===== src/rtl/acum_potencia_pkg.sv =====
// potencia_pkg: shared defaults and helpers for the switching-power accumulator.
//   - default widths for the accumulator parameters
//   - W_IDX_DEF: group index width derived from the default group count
//   - sat_add(): unsigned add that clamps to a runtime width and flags overflow
package potencia_pkg;

  localparam int N_CH_DEF   = 8;
  localparam int N_GRP_DEF  = 4;
  localparam int W_PESO_DEF = 4;
  localparam int W_ACC_DEF  = 16;
  localparam int W_IDX_DEF  = $clog2(N_GRP_DEF);

  // Widest accumulator sat_add can handle; callers zero-extend into it.
  localparam int W_SAT_MAX = 32;

  // Returns {overflow, clamped_sum}. The sum is clamped to 2^w-1 and the
  // overflow bit is set whenever the true sum exceeded that limit.
  function automatic logic [W_SAT_MAX:0] sat_add(
    input logic [W_SAT_MAX-1:0] a,
    input logic [W_SAT_MAX-1:0] b,
    input int unsigned          w
  );
    logic [W_SAT_MAX:0] s;
    logic [W_SAT_MAX:0] lim;
    s   = {1'b0, a} + {1'b0, b};
    lim = ((W_SAT_MAX+1)'(1) << w) - (W_SAT_MAX+1)'(1);
    if (s > lim) sat_add = {1'b1, W_SAT_MAX'(lim)};
    else         sat_add = {1'b0, W_SAT_MAX'(s)};
  endfunction

endpackage


===== src/rtl/acum_potencia_if.sv =====
// acum_potencia_if: group read port of the power accumulator.
//   rd_req   : read request (master -> slave), may be asserted every cycle
//   rd_grp   : group to read, sampled with rd_req
//   rd_valid : one-cycle pulse, the edge after an accepted rd_req
//   rd_dato  : group total as it was before the request edge
//   rd_sat   : group saturated since its last clear
// Handshake: there is no backpressure. Every rd_req sampled high at edge r is
// answered by rd_valid high for exactly the cycle after r; rd_dato/rd_sat hold
// their last values while rd_valid is low.
interface acum_potencia_if
  import potencia_pkg::*;
#(
  parameter int N_GRP = N_GRP_DEF,
  parameter int W_ACC = W_ACC_DEF
);
  localparam int W_IDX = $clog2(N_GRP);

  logic             rd_req;
  logic [W_IDX-1:0] rd_grp;
  logic             rd_valid;
  logic [W_ACC-1:0] rd_dato;
  logic             rd_sat;

  modport master (output rd_req, rd_grp, input rd_valid, rd_dato, rd_sat);
  modport slave  (input rd_req, rd_grp, output rd_valid, rd_dato, rd_sat);
endinterface


===== src/rtl/acum_potencia_det_flancos.sv =====
// det_flancos: samples the monitored nets and produces per-channel rise and
// fall strobes, valid for the cycle after the edge that captured the new value.
//   clk, reset_L : clock and asynchronous active-low reset
//   sen          : monitored nets
//   sube         : 0->1 transition seen between the last two samples
//   baja         : 1->0 transition seen between the last two samples
module det_flancos
  import potencia_pkg::*;
#(
  parameter int N_CH = N_CH_DEF
) (
  input  logic            clk,
  input  logic            reset_L,
  input  logic [N_CH-1:0] sen,
  output logic [N_CH-1:0] sube,
  output logic [N_CH-1:0] baja
);

  logic [N_CH-1:0] s_q;
  logic [N_CH-1:0] s_prev;
  logic            armado;

  // On the first edge after reset s_q holds no real sample yet, so s_prev is
  // loaded with the same value s_q captures: the level present at reset
  // release never looks like a transition.
  always_ff @(posedge clk or negedge reset_L) begin
    if (!reset_L) begin
      s_q    <= '0;
      s_prev <= '0;
      armado <= 1'b0;
    end else begin
      s_q    <= sen;
      s_prev <= armado ? s_q : sen;
      armado <= 1'b1;
    end
  end

  assign sube = s_q & ~s_prev & {N_CH{armado}};
  assign baja = s_prev & ~s_q & {N_CH{armado}};

endmodule


===== src/rtl/acum_potencia.sv =====
// acum_potencia: switching-power accumulator. Each clock, channels whose net
// toggled add their weight into the saturating accumulator of their group.
// Group totals are read through a one-cycle request/valid port that clears
// the group it reads (clear-on-read) without losing same-cycle increments.
//   clk, reset_L : clock and asynchronous active-low reset
//   sen          : monitored nets
//   peso         : channel i weight at [i*W_PESO +: W_PESO]
//   grupo        : channel i group at [i*$clog2(N_GRP) +: $clog2(N_GRP)]
//   habilitar    : accumulate when high; detection runs regardless
//   borrar       : synchronous clear of every group (wins over read-clear)
//   rd           : read port (acum_potencia_if.slave)
// Build option: define CUENTA_BAJADA_EN to also count 1->0 transitions.
// W_ACC must not exceed potencia_pkg::W_SAT_MAX.
module acum_potencia
  import potencia_pkg::*;
#(
  parameter int N_CH   = N_CH_DEF,
  parameter int N_GRP  = N_GRP_DEF,
  parameter int W_PESO = W_PESO_DEF,
  parameter int W_ACC  = W_ACC_DEF
) (
  input  logic                          clk,
  input  logic                          reset_L,
  input  logic [N_CH-1:0]               sen,
  input  logic [N_CH*W_PESO-1:0]        peso,
  input  logic [N_CH*$clog2(N_GRP)-1:0] grupo,
  input  logic                          habilitar,
  input  logic                          borrar,
  acum_potencia_if.slave                rd
);

  localparam int W_IDX = $clog2(N_GRP);
  localparam int W_INC = W_PESO + $clog2(N_CH) + 1;

`ifdef CUENTA_BAJADA_EN
  localparam bit CUENTA_BAJADA = 1'b1;
`else
  localparam bit CUENTA_BAJADA = 1'b0;
`endif

  logic [N_CH-1:0]    sube;
  logic [N_CH-1:0]    baja;
  logic [N_CH-1:0]    evento;
  logic [W_INC-1:0]   inc      [N_GRP];
  logic [W_SAT_MAX:0] r_suma   [N_GRP];
  logic [W_SAT_MAX:0] r_solo   [N_GRP];
  logic [W_ACC-1:0]   acc_q    [N_GRP];
  logic               sat_q    [N_GRP];

  det_flancos #(.N_CH(N_CH)) u_det (
    .clk     (clk),
    .reset_L (reset_L),
    .sen     (sen),
    .sube    (sube),
    .baja    (baja)
  );

  assign evento = sube | (CUENTA_BAJADA ? baja : '0);

  // Per-group weighted sum of this cycle's events; every channel may land in
  // the same group, which is what sizes W_INC.
  always_comb begin
    for (int g = 0; g < N_GRP; g++) begin
      inc[g] = '0;
      for (int i = 0; i < N_CH; i++) begin
        if (evento[i] && (grupo[i*W_IDX +: W_IDX] == W_IDX'(g)))
          inc[g] = inc[g] + W_INC'(peso[i*W_PESO +: W_PESO]);
      end
    end
  end

  // r_suma: running total plus increment; r_solo: increment alone, which is
  // what a group restarts from when it is read.
  always_comb begin
    for (int g = 0; g < N_GRP; g++) begin
      r_suma[g] = sat_add(W_SAT_MAX'(acc_q[g]), W_SAT_MAX'(inc[g]), W_ACC);
      r_solo[g] = sat_add('0, W_SAT_MAX'(inc[g]), W_ACC);
    end
  end

  always_ff @(posedge clk or negedge reset_L) begin
    if (!reset_L) begin
      for (int g = 0; g < N_GRP; g++) begin
        acc_q[g] <= '0;
        sat_q[g] <= 1'b0;
      end
      rd.rd_valid <= 1'b0;
      rd.rd_dato  <= '0;
      rd.rd_sat   <= 1'b0;
    end else begin
      rd.rd_valid <= rd.rd_req;
      if (rd.rd_req) begin
        rd.rd_dato <= acc_q[rd.rd_grp];
        rd.rd_sat  <= sat_q[rd.rd_grp];
      end
      for (int g = 0; g < N_GRP; g++) begin
        if (borrar) begin
          acc_q[g] <= '0;
          sat_q[g] <= 1'b0;
        end else if (rd.rd_req && (rd.rd_grp == W_IDX'(g))) begin
          acc_q[g] <= habilitar ? W_ACC'(r_solo[g]) : '0;
          sat_q[g] <= habilitar & r_solo[g][W_SAT_MAX];
        end else if (habilitar) begin
          acc_q[g] <= W_ACC'(r_suma[g]);
          sat_q[g] <= sat_q[g] | r_suma[g][W_SAT_MAX];
        end
      end
    end
  end

endmodule


===== src/flat_wrapper.sv =====
// flat-port wrapper written by rule: the top's interface ports become plain ports
module acum_potencia_flat import potencia_pkg::*;
#(
  parameter int N_CH   = N_CH_DEF,
  parameter int N_GRP  = N_GRP_DEF,
  parameter int W_PESO = W_PESO_DEF,
  parameter int W_ACC  = W_ACC_DEF
)
  (clk, reset_L, sen, peso, grupo, habilitar, borrar, rd_rd_req, rd_rd_grp, rd_rd_valid, rd_rd_dato, rd_rd_sat);
  acum_potencia_if #(.N_GRP(N_GRP), .W_ACC(W_ACC)) rd_i ();
  input  logic clk;
  input  logic reset_L;
  input  logic [N_CH-1:0] sen;
  input  logic [N_CH*W_PESO-1:0] peso;
  input  logic [N_CH*$clog2(N_GRP)-1:0] grupo;
  input  logic habilitar;
  input  logic borrar;
  input wire logic [$bits(rd_i.rd_req)-1:0] rd_rd_req;
  input wire logic [$bits(rd_i.rd_grp)-1:0] rd_rd_grp;
  output wire logic [$bits(rd_i.rd_valid)-1:0] rd_rd_valid;
  output wire logic [$bits(rd_i.rd_dato)-1:0] rd_rd_dato;
  output wire logic [$bits(rd_i.rd_sat)-1:0] rd_rd_sat;
  assign rd_i.rd_req = rd_rd_req;
  assign rd_i.rd_grp = rd_rd_grp;
  assign rd_rd_valid = rd_i.rd_valid;
  assign rd_rd_dato = rd_i.rd_dato;
  assign rd_rd_sat = rd_i.rd_sat;
  acum_potencia #(.N_CH(N_CH), .N_GRP(N_GRP), .W_PESO(W_PESO), .W_ACC(W_ACC)) u_core (.clk(clk), .reset_L(reset_L), .sen(sen), .peso(peso), .grupo(grupo), .habilitar(habilitar), .borrar(borrar), .rd(rd_i));
endmodule

===== config.mk =====
export PLATFORM = sky130hd
export DESIGN_NAME = acum_potencia_flat
export DESIGN_NICKNAME = d
export VERILOG_FILES = /design/src/rtl/acum_potencia_pkg.sv /design/src/rtl/acum_potencia_if.sv /design/src/rtl/acum_potencia_det_flancos.sv /design/src/rtl/acum_potencia.sv /design/src/flat_wrapper.sv
export SDC_FILE = /design/constraint.sdc
export NUM_CORES = 1
export LEC_CHECK = 0
export BUFFER_PORTS_ARGS = -buffer_cell sky130_fd_sc_hd__buf_2
export CELL_PAD_IN_SITES_DETAIL_PLACEMENT = 2
export CELL_PAD_IN_SITES_GLOBAL_PLACEMENT = 2
export CORE_ASPECT_RATIO = 1.4
export CORE_UTILIZATION = 42
export CTS_CLUSTER_DIAMETER = 80
export DETAILED_ROUTE_END_ITERATION = 16
export GPL_ROUTABILITY_DRIVEN = 0
export PLACE_DENSITY = 0.84
export REMOVE_ABC_BUFFERS = 1
export SLEW_MARGIN = 20
export SYNTH_ARGS = -nofsm -noshare
export SYNTH_HDL_FRONTEND = slang
export SYNTH_SLANG_ARGS = --single-unit

===== constraint.sdc =====
create_clock -name clk -period 13.6 [get_ports clk]
set_input_delay 3.4 -clock clk [delete_from_list [all_inputs] [get_ports clk]]
set_output_delay 3.4 -clock clk [all_outputs]
set_load 0.05 [all_outputs]

==> out/summary.txt, run 1 <==
Dominant cell type by area after synthesis -> dfrtp_1
Wire per inst -> 24.6 um
Grt total ovfl -> 0
Clk slew on worst S/H paths -> 0.09 ns
CTS Sinks -> 103
Worst hold start -> u_core.rd.rd_dato[14]
CTS buffer count -> 9
Yosys warnings -> 0
Multi-input gate area -> 0.0104 mm2
Status -> finished clean
Hold Path End -> u_core.rd.rd_dato[14]
Core Rows -> 77
Final Non-Filler Cells -> 2040
Crit path arrival time -> 13.17 ns
Placed Instances -> 2020
Clock buffer depth -> 2
Leak -> 0.00697 uW
Sequential area share after synthesis -> 0.191
Register area -> 0.00258 mm2
Reg2reg start -> u_core.u_det.armado
Syn avg cell area -> 8.58 um2
Min-Delay Path Class -> reg -> reg
Initial antenna violation count -> 5
Total Routed Length -> 50.1 mm
RSZ-0062 raised after global routing -> false
Max_slew headroom -> 0.252
Final setup vio count -> 0
VDD IR max -> 0.0697 mV
DRC -> 0
Area contributors post-synth -> dfrtp_1, ha_1, mux2_2
Initial DRC count -> 554
Largest net degree at the start of global routing -> 72
Core Footprint -> 0.0316 mm2
Starting Density -> 0.428
Hold path cells -> 1
Die area -> 0.0329 mm2
Most common cell after layout, fill and taps aside -> ha_1
Vias -> 12646
CP peak stage delay -> 0.51 ns
IO buf count -> 80
Post-synth EDFFs -> 0
Critical R2R Capture -> u_core.acc_q[50]
I/O pins -> 81
Final min period -> 12.91 ns
Fill cells -> 3550
Yosys reg bits -> 103
Post-route clock skew -> 0.0137 ns
H-tree depth -> 3
Fin. Hold Viols -> 0
Cell Pwr Density -> 60.0 mW/mm2
Syn Inst Count -> 1576
Max Freq -> 77.4 MHz
Setup crit end kind -> flop
Slew @ Worst Pin -> 1.12 ns
Fraction of layout cells with a size suffix above 1 -> 0.152
R2r setup slk -> 3.23 ns
Aggregate global-route resource usage -> 0.310
CTS tree -> built
Final ANT Viol Nets -> 0
Die Height -> 214 um
CP Max Fanout -> 9
Ys async rst share -> 1.00
Worst Setup Path Type -> in -> reg
Post-synthesis cell type count -> 89
Startpoint Class -> primary input
Most frequent cells in the layout -> ha_1, nor2_1, inv_1
Reg2Reg Depth -> 44
Mapped cell area -> 0.0135 mm2
Final HPWL from detailed placement -> 41.3 mm
Share of the synthesized area in the top cell type -> 0.191
Max_cap viols -> 0
Chip width -> 154 um
Routed vias/inst -> 6.20
Worst EP required -> 13.86 ns
Area growth syn-to-layout -> 8.74%
Worst-Skew Late Latency -> 0.39 ns
Period utilization -> 0.950
Root Buffer Master -> clkbuf_16
Final setup TNS -> 0 ns
Main synth FF type -> dfrtp_1
First-pass iteration count of the detailed router -> 4
# nets final -> 1880
First-pass GRT wire length -> 78.5 mm
Slew Limit Fails -> 0
Crit path from -> grupo[0]
CP max-delay cell -> or4_1
Vias in the first global route -> 14568
## registers in the layout, indices dropped and copies added, names as in the netlist
| register | count |
|---|---|
| u_core.acc_q | 64 |
| u_core.u_det.armado | 1 |
| u_core.rd.rd_valid | 1 |
| u_core.u_det.s_q | 8 |
| u_core.rd.rd_sat | 1 |
| u_core.sat_q | 4 |
| u_core.u_det.s_prev | 8 |
| u_core.rd.rd_dato | 16 |
## metal layers
| layer | routed length, um | track usage |
|---|---|---|
| met5 | 13 | 0 |
| met4 | 4100 | 0.240 |
| met3 | 1070 | 0.0311 |
| met2 | 27200 | 0.606 |
| met1 | 17700 | 0.289 |
## synthesized netlist by cell type (all sizes together), types with 12 or more instances
library cell and count:
a211oi 25, a21o 47, a21oi 107, a31oi 15, clkbuf 27, dfrtp 103, fa 32, ha 148
inv 115, mux2 88, mux2i 27, mux4 17, nand2 96, nand2b 24, nand3 32, nor2 122
nor2b 38, nor3 43, o21a 32, o21ai 102, o21bai 12, or3 14, xnor2 71, xor2 35
## worst max path at each step
| stage | slack [ns] | to |
|---|---|---|
| 3_3_place_gp | 0.57 | u_core.acc_q[50] |
| 2_1_floorplan | 1.76 | u_core.acc_q[50] |
| 3_5_place_dp | 0.01 | u_core.acc_q[49] |
| 4_1_cts | 0.35 | u_core.acc_q[49] |
| 5_1_grt | 0.02 | u_core.acc_q[51] |
| 6_report | 0.69 | u_core.acc_q[50] |
## power breakdown
group          switching, uW  internal (uW)  total, uW
Combinational            162            102        264
Clock                    154            133        287
Sequential              13.8            318        331
## worst max-delay path, delay by kind of cell
kind                     cells  cell delay, ns
AO/OA/AOI/OAI               18            3.27
adder cells (fa/ha/maj)      8            2.53
multiplexers                 2            0.59
AND/OR/NAND/NOR             13            2.98
buffers and inverters        3            0.25
XOR/XNOR                     1            0.14
## logic make-up after synthesis
| logic type | after synthesis | synth area share |
|---|---|---|
| compound gates | 443 | 0.215 |
| xor+xnor | 106 | 0.0692 |
| fa+ha+maj | 180 | 0.184 |
| buf+inv | 152 | 0.0428 |
| flops | 103 | 0.191 |
| mux | 132 | 0.122 |
| other cells | 1 | 0.000277 |
| simple gates | 459 | 0.176 |
## layout make-up
class | count | area share
Antenna cell | 3 | 0.000511
Clock buffer | 9 | 0.0153
Clock inverter | 7 | 0.00570
Inverter | 115 | 0.0294
Multi-Input combinational cell | 1321 | 0.708
Sequential cell | 103 | 0.175
Tap cell | 395 | 0.0336
Timing Repair Buffer | 87 | 0.0323
## metrics by stage
step / power [uW] / worst slack (ns) / util / area [um2] / hold slack [ns]
global placement: 578 / 0.569 / 0.453 / 14300 / 0.488
global route: 926 / 0.0250 / 0.465 / 14700 / 0.539
finish: 882 / 0.686 / 0.465 / 14700 / 0.518
CTS: 889 / 0.346 / 0.463 / 14600 / 0.522
detailed placement: 598 / 0.0135 / 0.453 / 14300 / 0.497
floorplan: 497 / 1.76 / - / 13400 / 0.457
## timing repair
action,CTS,global route
setup buffers,0,0
setup endpoints to repair,0,17
hold endpoints to repair,0,0
resized for setup,0,9
hold buffers,0,0
No activity file was read; power rests on OpenSTA's default activity.
==> run 2: changes to the inputs <==
--- a/config.mk
+++ b/config.mk
@@ -14,7 +14,6 @@
 export DETAILED_ROUTE_END_ITERATION = 16
 export GPL_ROUTABILITY_DRIVEN = 0
 export PLACE_DENSITY = 0.84
-export REMOVE_ABC_BUFFERS = 1
 export SLEW_MARGIN = 20
 export SYNTH_ARGS = -nofsm -noshare
 export SYNTH_HDL_FRONTEND = slang
==> run 2 against run 1 <==
  * Routed wire length up 0.49%
  * Sequential power about the same
  * Critical endpoint is now u_core.acc_q[60]
  * Clock power about the same
  * Non-clock buffer count unchanged
  * Critical path type unchanged
  * Die area unchanged
  * Largest power group unchanged
==> out/summary.txt, run 2 (synthesized netlist as in run 1, its figures left out) <==
Slew Limit Fails -> 0
Worst Setup Path Type -> in -> reg
Post-DP Area -> 0.0143 mm2
Setup crit end kind -> flop
Vias -> 12794
First-pass GRT wire length -> 80.4 mm
Placed Instances -> 2021
Final Util -> 0.464
Final Non-Filler Cells -> 2037
Post-route cell area -> 0.0146 mm2
Reg2Reg Depth -> 43
CP Max Fanout -> 6
Final setup TNS -> 0 ns
Final setup vio count -> 0
Syn Nets -> 1819
Chip width -> 154 um
Clk slew on worst S/H paths -> 0.09 ns
Starting Density -> 0.428
Antenna diodes -> 0
Period utilization -> 0.960
Largest net degree at the start of global routing -> 72
Max_slew headroom -> 0.327
Reg2reg start -> u_core.u_det.armado
Final min period -> 13.06 ns
Final ANT Viol Nets -> 0
Post-route clock skew -> 0.0147 ns
Cell Pwr Density -> 59.9 mW/mm2
CTS tree -> built
Worst hold start -> u_core.rd.rd_dato[15]
Core Footprint -> 0.0316 mm2
I/O pins -> 81
CTS buffer count -> 9
Hold Path End -> u_core.rd.rd_dato[15]
Min-Delay Path Class -> reg -> reg
Aggregate global-route resource usage -> 0.316
CTS Sinks -> 103
Core Rows -> 77
Die area -> 0.0329 mm2
First-pass iteration count of the detailed router -> 4
Biggest regs -> u_core.acc_q x64, u_core.rd.rd_dato x16
Fraction of layout cells with a size suffix above 1 -> 0.149
VDD IR max -> 0.0738 mV
Initial DRC count -> 422
Worst-Skew Late Latency -> 0.39 ns
DRC -> 0
Most frequent cells in the layout -> ha_1, nor2_1, inv_1
CP peak stage delay -> 0.61 ns
Fin. Hold Viols -> 0
Most flop-heavy register -> u_core.acc_q
IO buf count -> 80
CP max-delay cell -> a2111oi_1
Grt total ovfl -> 0
Max Freq -> 76.6 MHz
Hold path cells -> 1
Most common cell after layout, fill and taps aside -> ha_1
Critical R2R Capture -> u_core.acc_q[60]
Startpoint Class -> primary input
Max_cap viols -> 0
# nets final -> 1880
Clock buffer depth -> 2
Total Routed Length -> 50.3 mm
R2r setup slk -> 2.97 ns
Vias in the first global route -> 14854
Max FFs per register -> 64
Final HPWL from detailed placement -> 41.7 mm
Status -> finished clean
Worst EP required -> 13.82 ns
Crit path arrival time -> 13.28 ns
RSZ-0062 raised after global routing -> false
Leak -> 0.00695 uW
Root Buffer Master -> clkbuf_16
Routed vias/inst -> 6.28
CP dominant cell by count -> ha_1
H-tree depth -> 3
Initial antenna violation count -> 1
Die Height -> 214 um
Area growth syn-to-layout -> 8.35%
Wire per inst -> 24.7 um
Slew @ Worst Pin -> 1.01 ns
[run 2: cell type report]
| type | instances | area, um2 |
|---|---|---|
| Fill cell | 3553 | 17000 |
| Inverter | 115 | 432 |
| Tap cell | 395 | 494 |
| Clock inverter | 7 | 81.3 |
| Timing Repair Buffer | 87 | 455 |
| Clock buffer | 9 | 225 |
| Sequential cell | 103 | 2580 |
| Multi-Input combinational cell | 1321 | 10400 |
[run 2: worst max-delay path: cells and delay by family]
| family | cells | cell delay, ns |
|---|---|---|
| AO/OA/AOI/OAI | 16 | 3.35 |
| XOR/XNOR | 1 | 0.14 |
| adder cells (fa/ha/maj) | 8 | 2.59 |
| buffers and inverters | 3 | 0.27 |
| multiplexers | 2 | 0.58 |
| AND/OR/NAND/NOR | 13 | 2.95 |
[run 2: repair_timing]
| item | CTS | global route |
|---|---|---|
| gates resized for setup | 0 | 5 |
| hold buffers | 0 | 0 |
| endpoints found under the setup margin | 0 | 12 |
| setup buffers | 0 | 0 |
[run 2: power breakdown]
part	internal [uW]	total, uW	switching (uW)
Combinational	101	263	161
Sequential	318	331	13.5
Clock	132	284	151
[run 2: stage by stage]
stage          worst slack, ns  hold WS (ns)  total power (uW)
3_5_place_dp            0.0921         0.491               598
2_1_floorplan             1.71         0.457               504
4_1_cts                  0.439         0.520               886
5_1_grt                 0.0532         0.529               920
3_3_place_gp             0.755         0.489               577
6_report                 0.542         0.513               877
[run 2: how the worst max path moves through the flow]
stage | endpoint | start | cells past startpoint
6_report | u_core.acc_q[60] | grupo[0] | 43
5_1_grt | u_core.acc_q[60] | grupo[0] | 46
4_1_cts | u_core.acc_q[60] | grupo[0] | 44
3_5_place_dp | u_core.acc_q[60] | grupo[0] | 45
3_3_place_gp | u_core.acc_q[50] | grupo[0] | 45
2_1_floorplan | u_core.acc_q[50] | grupo[0] | 45
[run 2: per-layer routing]
layer | wire, um | vias up | global-route usage
met5 | 13 | - | 0
met4 | 4370 | 2 | 0.245
met3 | 1070 | 181 | 0.0342
met2 | 27200 | 278 | 0.607
met1 | 17700 | 6477 | 0.303
li1 | - | 5856 | -
